File: config.mk
export PLATFORM = sky130hd
export DESIGN_NAME = etc_pixel_writer
export DESIGN_NICKNAME = d
export VERILOG_FILES = /design/src/rtl/etc_pkg.sv /design/src/rtl/etc_pix_addr_gen.sv /design/src/rtl/etc_pixel_writer.sv
export SDC_FILE = /design/constraint.sdc
export NUM_CORES = 1
export LEC_CHECK = 0
export BUFFER_PORTS_ARGS = -buffer_cell sky130_fd_sc_hd__buf_2
export CAP_MARGIN = 40
export CORE_UTILIZATION = 45
export DETAILED_ROUTE_END_ITERATION = 16
export PLACE_DENSITY = 0.84
export SETUP_SLACK_MARGIN = 0.05
export SYNTH_ARGS = -nofsm -noshare
export SYNTH_HDL_FRONTEND = slang
export SYNTH_SLANG_ARGS = --single-unit
File: constraint.sdc
create_clock -name sclk -period 5.15 [get_ports sclk]
set_input_delay 0.7725 -clock sclk [delete_from_list [all_inputs] [get_ports sclk]]
set_output_delay 0.7725 -clock sclk [all_outputs]
set_load 0.01 [all_outputs]
File: src/rtl/etc_pkg.sv
// Shared definitions for the ETC pixel writer.
//   IMG_W_LOG2 / BLK_LOG2 : image and block-grid geometry (128x128 px, 32x32 blocks)
//   PIX_TOTAL             : pixels in one frame
//   etc_state_e           : writer FSM states
//   *_LSB                 : RGBA8888 field offsets within a 32-bit pixel word
package etc_pkg;

    localparam int unsigned IMG_W_LOG2 = 7;
    localparam int unsigned BLK_LOG2   = 5;
    localparam int unsigned PIX_TOTAL  = 16384;
    localparam int unsigned CNT_W      = 15;

    localparam int unsigned R_LSB = 24;
    localparam int unsigned G_LSB = 16;
    localparam int unsigned B_LSB = 8;
    localparam int unsigned A_LSB = 0;

    typedef enum logic [1:0] {
        IDLE  = 2'd0,
        WRITE = 2'd1,
        ACK   = 2'd2,
        DONE  = 2'd3
    } etc_state_e;

endpackage

File: src/rtl/etc_pix_addr_gen.sv
// Combinational framebuffer address generator.
//   blockX/blockY : block column/row index
//   pixIdx        : pixel within the 4x4 block, column-major (x=[3:2], y=[1:0]);
//                   the out-of-block flag (bit 4) is screened by the caller
//   fb_addr       : ((blockY*4+y) << IMG_W_LOG2) + blockX*4 + x, truncated
//   in_range      : both block indices lie inside the block grid
module etc_pix_addr_gen
    import etc_pkg::*;
#(
    parameter int unsigned IMG_W_LOG2 = etc_pkg::IMG_W_LOG2,
    parameter int unsigned BLK_LOG2   = etc_pkg::BLK_LOG2
) (
    input  logic [7:0]              blockX,
    input  logic [7:0]              blockY,
    input  logic [3:0]              pixIdx,
    output logic [2*IMG_W_LOG2-1:0] fb_addr,
    output logic                    in_range
);

    localparam int unsigned AW = 2 * IMG_W_LOG2;

    logic [31:0] row_w;
    logic [31:0] col_w;

    always_comb begin
        row_w    = (32'(blockY) << 2) + 32'(pixIdx[1:0]);
        col_w    = (32'(blockX) << 2) + 32'(pixIdx[3:2]);
        fb_addr  = AW'((row_w << IMG_W_LOG2) + col_w);
        in_range = (32'(blockX) < (32'd1 << BLK_LOG2)) &&
                   (32'(blockY) < (32'd1 << BLK_LOG2));
    end

endmodule

File: src/rtl/etc_pixel_writer.sv
// Writes decoded ETC pixels into a linear framebuffer, one pixel per 3 cycles.
//   sclk, rsrt          : clock, synchronous active-high reset
//   valid, blockX/Y,    : decoded pixel and its block/pixel coordinates
//   pixIdx, pixel_in
//   write_finish        : one-cycle acknowledge after the write cycle
//   fb_we/fb_addr/fb_din: framebuffer write port (one cycle per pixel)
//   frame_done          : sticky, every in-range pixel of the frame written
//   range_err           : sticky, an out-of-grid block pixel was dropped
module etc_pixel_writer
    import etc_pkg::*;
#(
    parameter int unsigned IMG_W_LOG2 = etc_pkg::IMG_W_LOG2,
    parameter int unsigned BLK_LOG2   = etc_pkg::BLK_LOG2
) (
    input  logic                    sclk,
    input  logic                    rsrt,
    input  logic                    valid,
    input  logic [7:0]              blockX,
    input  logic [7:0]              blockY,
    input  logic [4:0]              pixIdx,
    input  logic [31:0]             pixel_in,
    output logic                    write_finish,
    output logic                    fb_we,
    output logic [2*IMG_W_LOG2-1:0] fb_addr,
    output logic [31:0]             fb_din,
    output logic                    frame_done,
    output logic                    range_err
);

    localparam int unsigned AW = 2 * IMG_W_LOG2;

    etc_state_e        state_q, state_d;
    logic              write_finish_q, write_finish_d;
    logic              fb_we_q, fb_we_d;
    logic [AW-1:0]     fb_addr_q, fb_addr_d;
    logic [31:0]       fb_din_q, fb_din_d;
    logic              frame_done_q, frame_done_d;
    logic              range_err_q, range_err_d;
    logic              inrange_q, inrange_d;
    logic [CNT_W-1:0]  pix_cnt_q, pix_cnt_d;

    logic [AW-1:0]     addr_w;
    logic              in_range_w;

    etc_pix_addr_gen #(
        .IMG_W_LOG2 (IMG_W_LOG2),
        .BLK_LOG2   (BLK_LOG2)
    ) u_addr_gen (
        .blockX   (blockX),
        .blockY   (blockY),
        .pixIdx   (pixIdx[3:0]),
        .fb_addr  (addr_w),
        .in_range (in_range_w)
    );

    always_comb begin
        state_d        = state_q;
        write_finish_d = 1'b0;
        fb_we_d        = 1'b0;
        fb_addr_d      = fb_addr_q;
        fb_din_d       = fb_din_q;
        frame_done_d   = frame_done_q;
        range_err_d    = range_err_q;
        inrange_d      = inrange_q;
        pix_cnt_d      = pix_cnt_q;

        unique case (state_q)
            IDLE: begin
                if (valid && !pixIdx[4] && !frame_done_q) begin
                    fb_addr_d = addr_w;
                    fb_din_d  = pixel_in;
                    inrange_d = in_range_w;
                    // fb_we is registered here so it is high exactly during WRITE
                    fb_we_d   = in_range_w;
                    state_d   = WRITE;
                end
            end
            WRITE: begin
                write_finish_d = 1'b1;
                if (!inrange_q) begin
                    range_err_d = 1'b1;
                end
                state_d = ACK;
            end
            ACK: begin
                if (inrange_q) begin
                    pix_cnt_d = pix_cnt_q + 1'b1;
                end
                // counter MSB marks PIX_TOTAL reached
                if (pix_cnt_d[CNT_W-1]) begin
                    frame_done_d = 1'b1;
                    state_d      = DONE;
                end else begin
                    state_d = IDLE;
                end
            end
            DONE: begin
                state_d = DONE;
            end
            default: begin
                state_d = IDLE;
            end
        endcase
    end

    always_ff @(posedge sclk) begin
        if (rsrt) begin
            state_q        <= IDLE;
            write_finish_q <= 1'b0;
            fb_we_q        <= 1'b0;
            fb_addr_q      <= '0;
            fb_din_q       <= '0;
            frame_done_q   <= 1'b0;
            range_err_q    <= 1'b0;
            inrange_q      <= 1'b0;
            pix_cnt_q      <= '0;
        end else begin
            state_q        <= state_d;
            write_finish_q <= write_finish_d;
            fb_we_q        <= fb_we_d;
            fb_addr_q      <= fb_addr_d;
            fb_din_q       <= fb_din_d;
            frame_done_q   <= frame_done_d;
            range_err_q    <= range_err_d;
            inrange_q      <= inrange_d;
            pix_cnt_q      <= pix_cnt_d;
        end
    end

    assign write_finish = write_finish_q;
    assign fb_we        = fb_we_q;
    assign fb_addr      = fb_addr_q;
    assign fb_din       = fb_din_q;
    assign frame_done   = frame_done_q;
    assign range_err    = range_err_q;

endmodule
==> flow_summary.json <==
{
  "grt_pass1_vias": 2299,
  "maxCapViolations": 0,
  "ios": 106,
  "timing.rr.end": "fb_addr[13]",
  "crit_fanout": 41,
  "p_leak_nw": 1.533,
  "path_clk_slew_ns": 0.07,
  "grt_max_degree": 46,
  "syn_nets": 395,
  "placed_cells": 499,
  "crit_type": "primary input to register",
  "cts_tree": "built",
  "rsz0062_at_grt": "no",
  "ctsHoldBuffers": 0,
  "fmaxAchievable_mhz": 498.0,
  "final_antenna_net_count": 0,
  "fp.dieH_um": 80.78,
  "seq_area_frac_synth_pct": 48.75,
  "wl_per_cell_um": 12.19,
  "reg2reg_from": "state_q[1]",
  "power.density_nw_per_um2": 321.8,
  "drc": 0,
  "yosysTopAreaCellShare_pct": 48.75,
  "r2r_slack_ns": 3.21,
  "hp-class": "register to register",
  "start_kind": "primary input",
  "drt-total-wl_um": 6276,
  "drt-initial-drc-count": 109,
  "vias": 2617,
  "root_buffer": "clkbuf_8",
  "post-route-period-util_pct": 38.99,
  "skew_ns": 0.009141,
  "hpwlAfterDp_um": 4423,
  "worstMarginPinSlew_ns": 0.6991,
  "min_to": "fb_din[25]",
  "numCtsBuffers": 9,
  "clkLatencyLatePin_ns": 0.34,
  "worstHoldStart": "fb_din[25]",
  "required_ns": 5.39,
  "drt_pre_antenna_iters": 4,
  "portBuffers": 105,
  "groute.usage.overall_pct": 20.06,
  "synth_top_area_cell": "dfxtp_1",
  "start_util_pct": 46.89,
  "hold_depth": 2,
  "reg2regPathDepth": 5,
  "syn_area_um2": 2793,
  "placeableCoreArea_um2": 5956,
  "yosysWarningCount": 0,
  "ys_types": 41,
  "num_rows": 28,
  "die-area_um2": 6525,
  "synth_seq_cells": 68,
  "synthCells": 334,
  "cts_buffer_depth": 2,
  "cp-end-kind": "register",
  "setup_viol": 0,
  "synth_area_leaders": "dfxtp_1 49%, nand2_1 12%, a21oi_1 8.4%",
  "htree_levels": 3,
  "relSlewSlack_pct": 53.39,
  "grt_antenna_before_repair": 0,
  "area_delta_synth_final_pct": 27.60,
  "status": "finished clean",
  "vias_per_cell": 5.082,
  "final_max_slew_viol_count": 0,
  "nNetsFinal": 496,
  "insertedDiodeCount": 0,
  "grt_remaining_overflow": 0,
  "avgSynthCellArea_um2": 8.361,
  "postCtsSetupRepairBufs": 0,
  "drive_gt1_share_pct": 29.09,
  "irDropWorstVdd_uv": 186.0,
  "cts_resized": 0,
  "grt_pass1_wl_um": 9922,
  "tns_ns": 0,
  "period_minus_slack_ns": 2.008,
  "stdcell_count": 515,
  "die_x_um": 80.78,
  "finalHoldViolCount": 0,
  "cp.arrival_ns": 2.25,
  "power_mw": 1.147,
  "cts.sink_count": 68,
  "gp_congestion": 0.8123
}
[flip-flops by register name, summed over array words and instances (netlist names)]
register,count
fb_addr,14
fb_din,32
fb_we,1
frame_done,1
inrange_q,1
pix_cnt_q,15
range_err,1
state_q,2
write_finish,1
[area by class of cell]
cell class	count	area, um2
fill	532	2392
sequential	68	1361
multi-input combinational	240	1280
inverter	8	30.03
clock inverter	4	72.57
timing repair buffer	108	580.6
tap	75	93.84
clock buffer	12	145.1
[Yosys cell counts (all sizes together)]
library cell,instances
a211oi,4
a21oi,47
a221o,1
nor3,5
o21ai,5
nor4,5
nand4b,1
dfxtp,68
nor2,25
a311oi,1
inv,8
nor2b,3
xor2,4
and4,1
nand2,92
or4b,1
or3,3
o2111ai,1
o31ai,1
and3b,1
nand4,5
nand2b,1
or4,1
o221ai,1
ha,4
xnor2,9
mux2i,1
or2,1
nand3,11
o311ai,1
nand3b,1
buf,12
mux2,1
o21bai,1
clkbuf,6
fa,1
[how the worst max path moves through the flow]
stage	cells past startpoint	from	to
after floorplan	7	blockX[5]	fb_addr[13]
after global placement	5	pixIdx[4]	state_q[0]
after detailed placement	6	pixIdx[4]	fb_addr[13]
after CTS	6	pixIdx[4]	fb_addr[13]
after global routing	8	blockX[5]	fb_addr[13]
final	6	pixIdx[4]	fb_addr[13]
[layout by cell type, fill, tap and decap left out, drive strengths merged, types with 2 or more instances in the layout]
cell,n
inv,8
dfxtp,68
nor4,5
xor2,4
clkbuf,12
a21oi,47
o21ai,5
nor2,25
or3,3
xnor2,9
ha,4
nand3,11
nor3,5
nor2b,3
a211oi,4
nand2,92
nand4,5
bufinv,2
buf,108
[where the power goes]
| group | switching (mW) | total [mW] | internal (mW) |
|---|---|---|---|
| sequential | 0.00931 | 0.554 | 0.545 |
| combinational | 0.0663 | 0.118 | 0.0516 |
| clock | 0.189 | 0.475 | 0.285 |
[critical path, cell delays in order]
cell      delay, ns
buf_2          0.10
or4b_4         0.50
nor2_4         0.33
buf_12         0.25
nor2_1         0.06
a211oi_1       0.22
[layer usage]
metal	up-vias	GRT usage (%)	routed length, um
li1	1337	-	-
met1	1162	22.83	2742
met2	106	33.81	2920
met3	12	4.944	481
met4	0	12.32	131
met5	-	0	0
[logic make-up (layout without fill, tap and decap cells)]
group                    count (synthesis)  in the layout  share of synthesized area [%]
multiplexers                             2              2                         0.7616
buffers and inverters                   26            132                          5.421
XOR/XNOR                                13             13                          4.077
flip-flops                              68             68                          48.75
adder cells (fa/ha/maj)                  5              5                          2.509
AND/OR/NAND/NOR                        157            157                          25.09
AO/OA/AOI/OAI                           63             63                          13.40
[per-stage QoR]
step	hold slack, ns	instance area (um2)	util, %	setup slack, ns
after floorplan	0.4521	2793	-	3.105
after global placement	0.4364	3298	55.38	2.362
after detailed placement	0.4450	3346	56.18	2.788
after CTS	0.4554	3563	59.83	3.145
after global routing	0.4742	3563	59.83	3.014
final	0.4535	3563	59.83	3.142
Power figures use the tool's default switching activity.
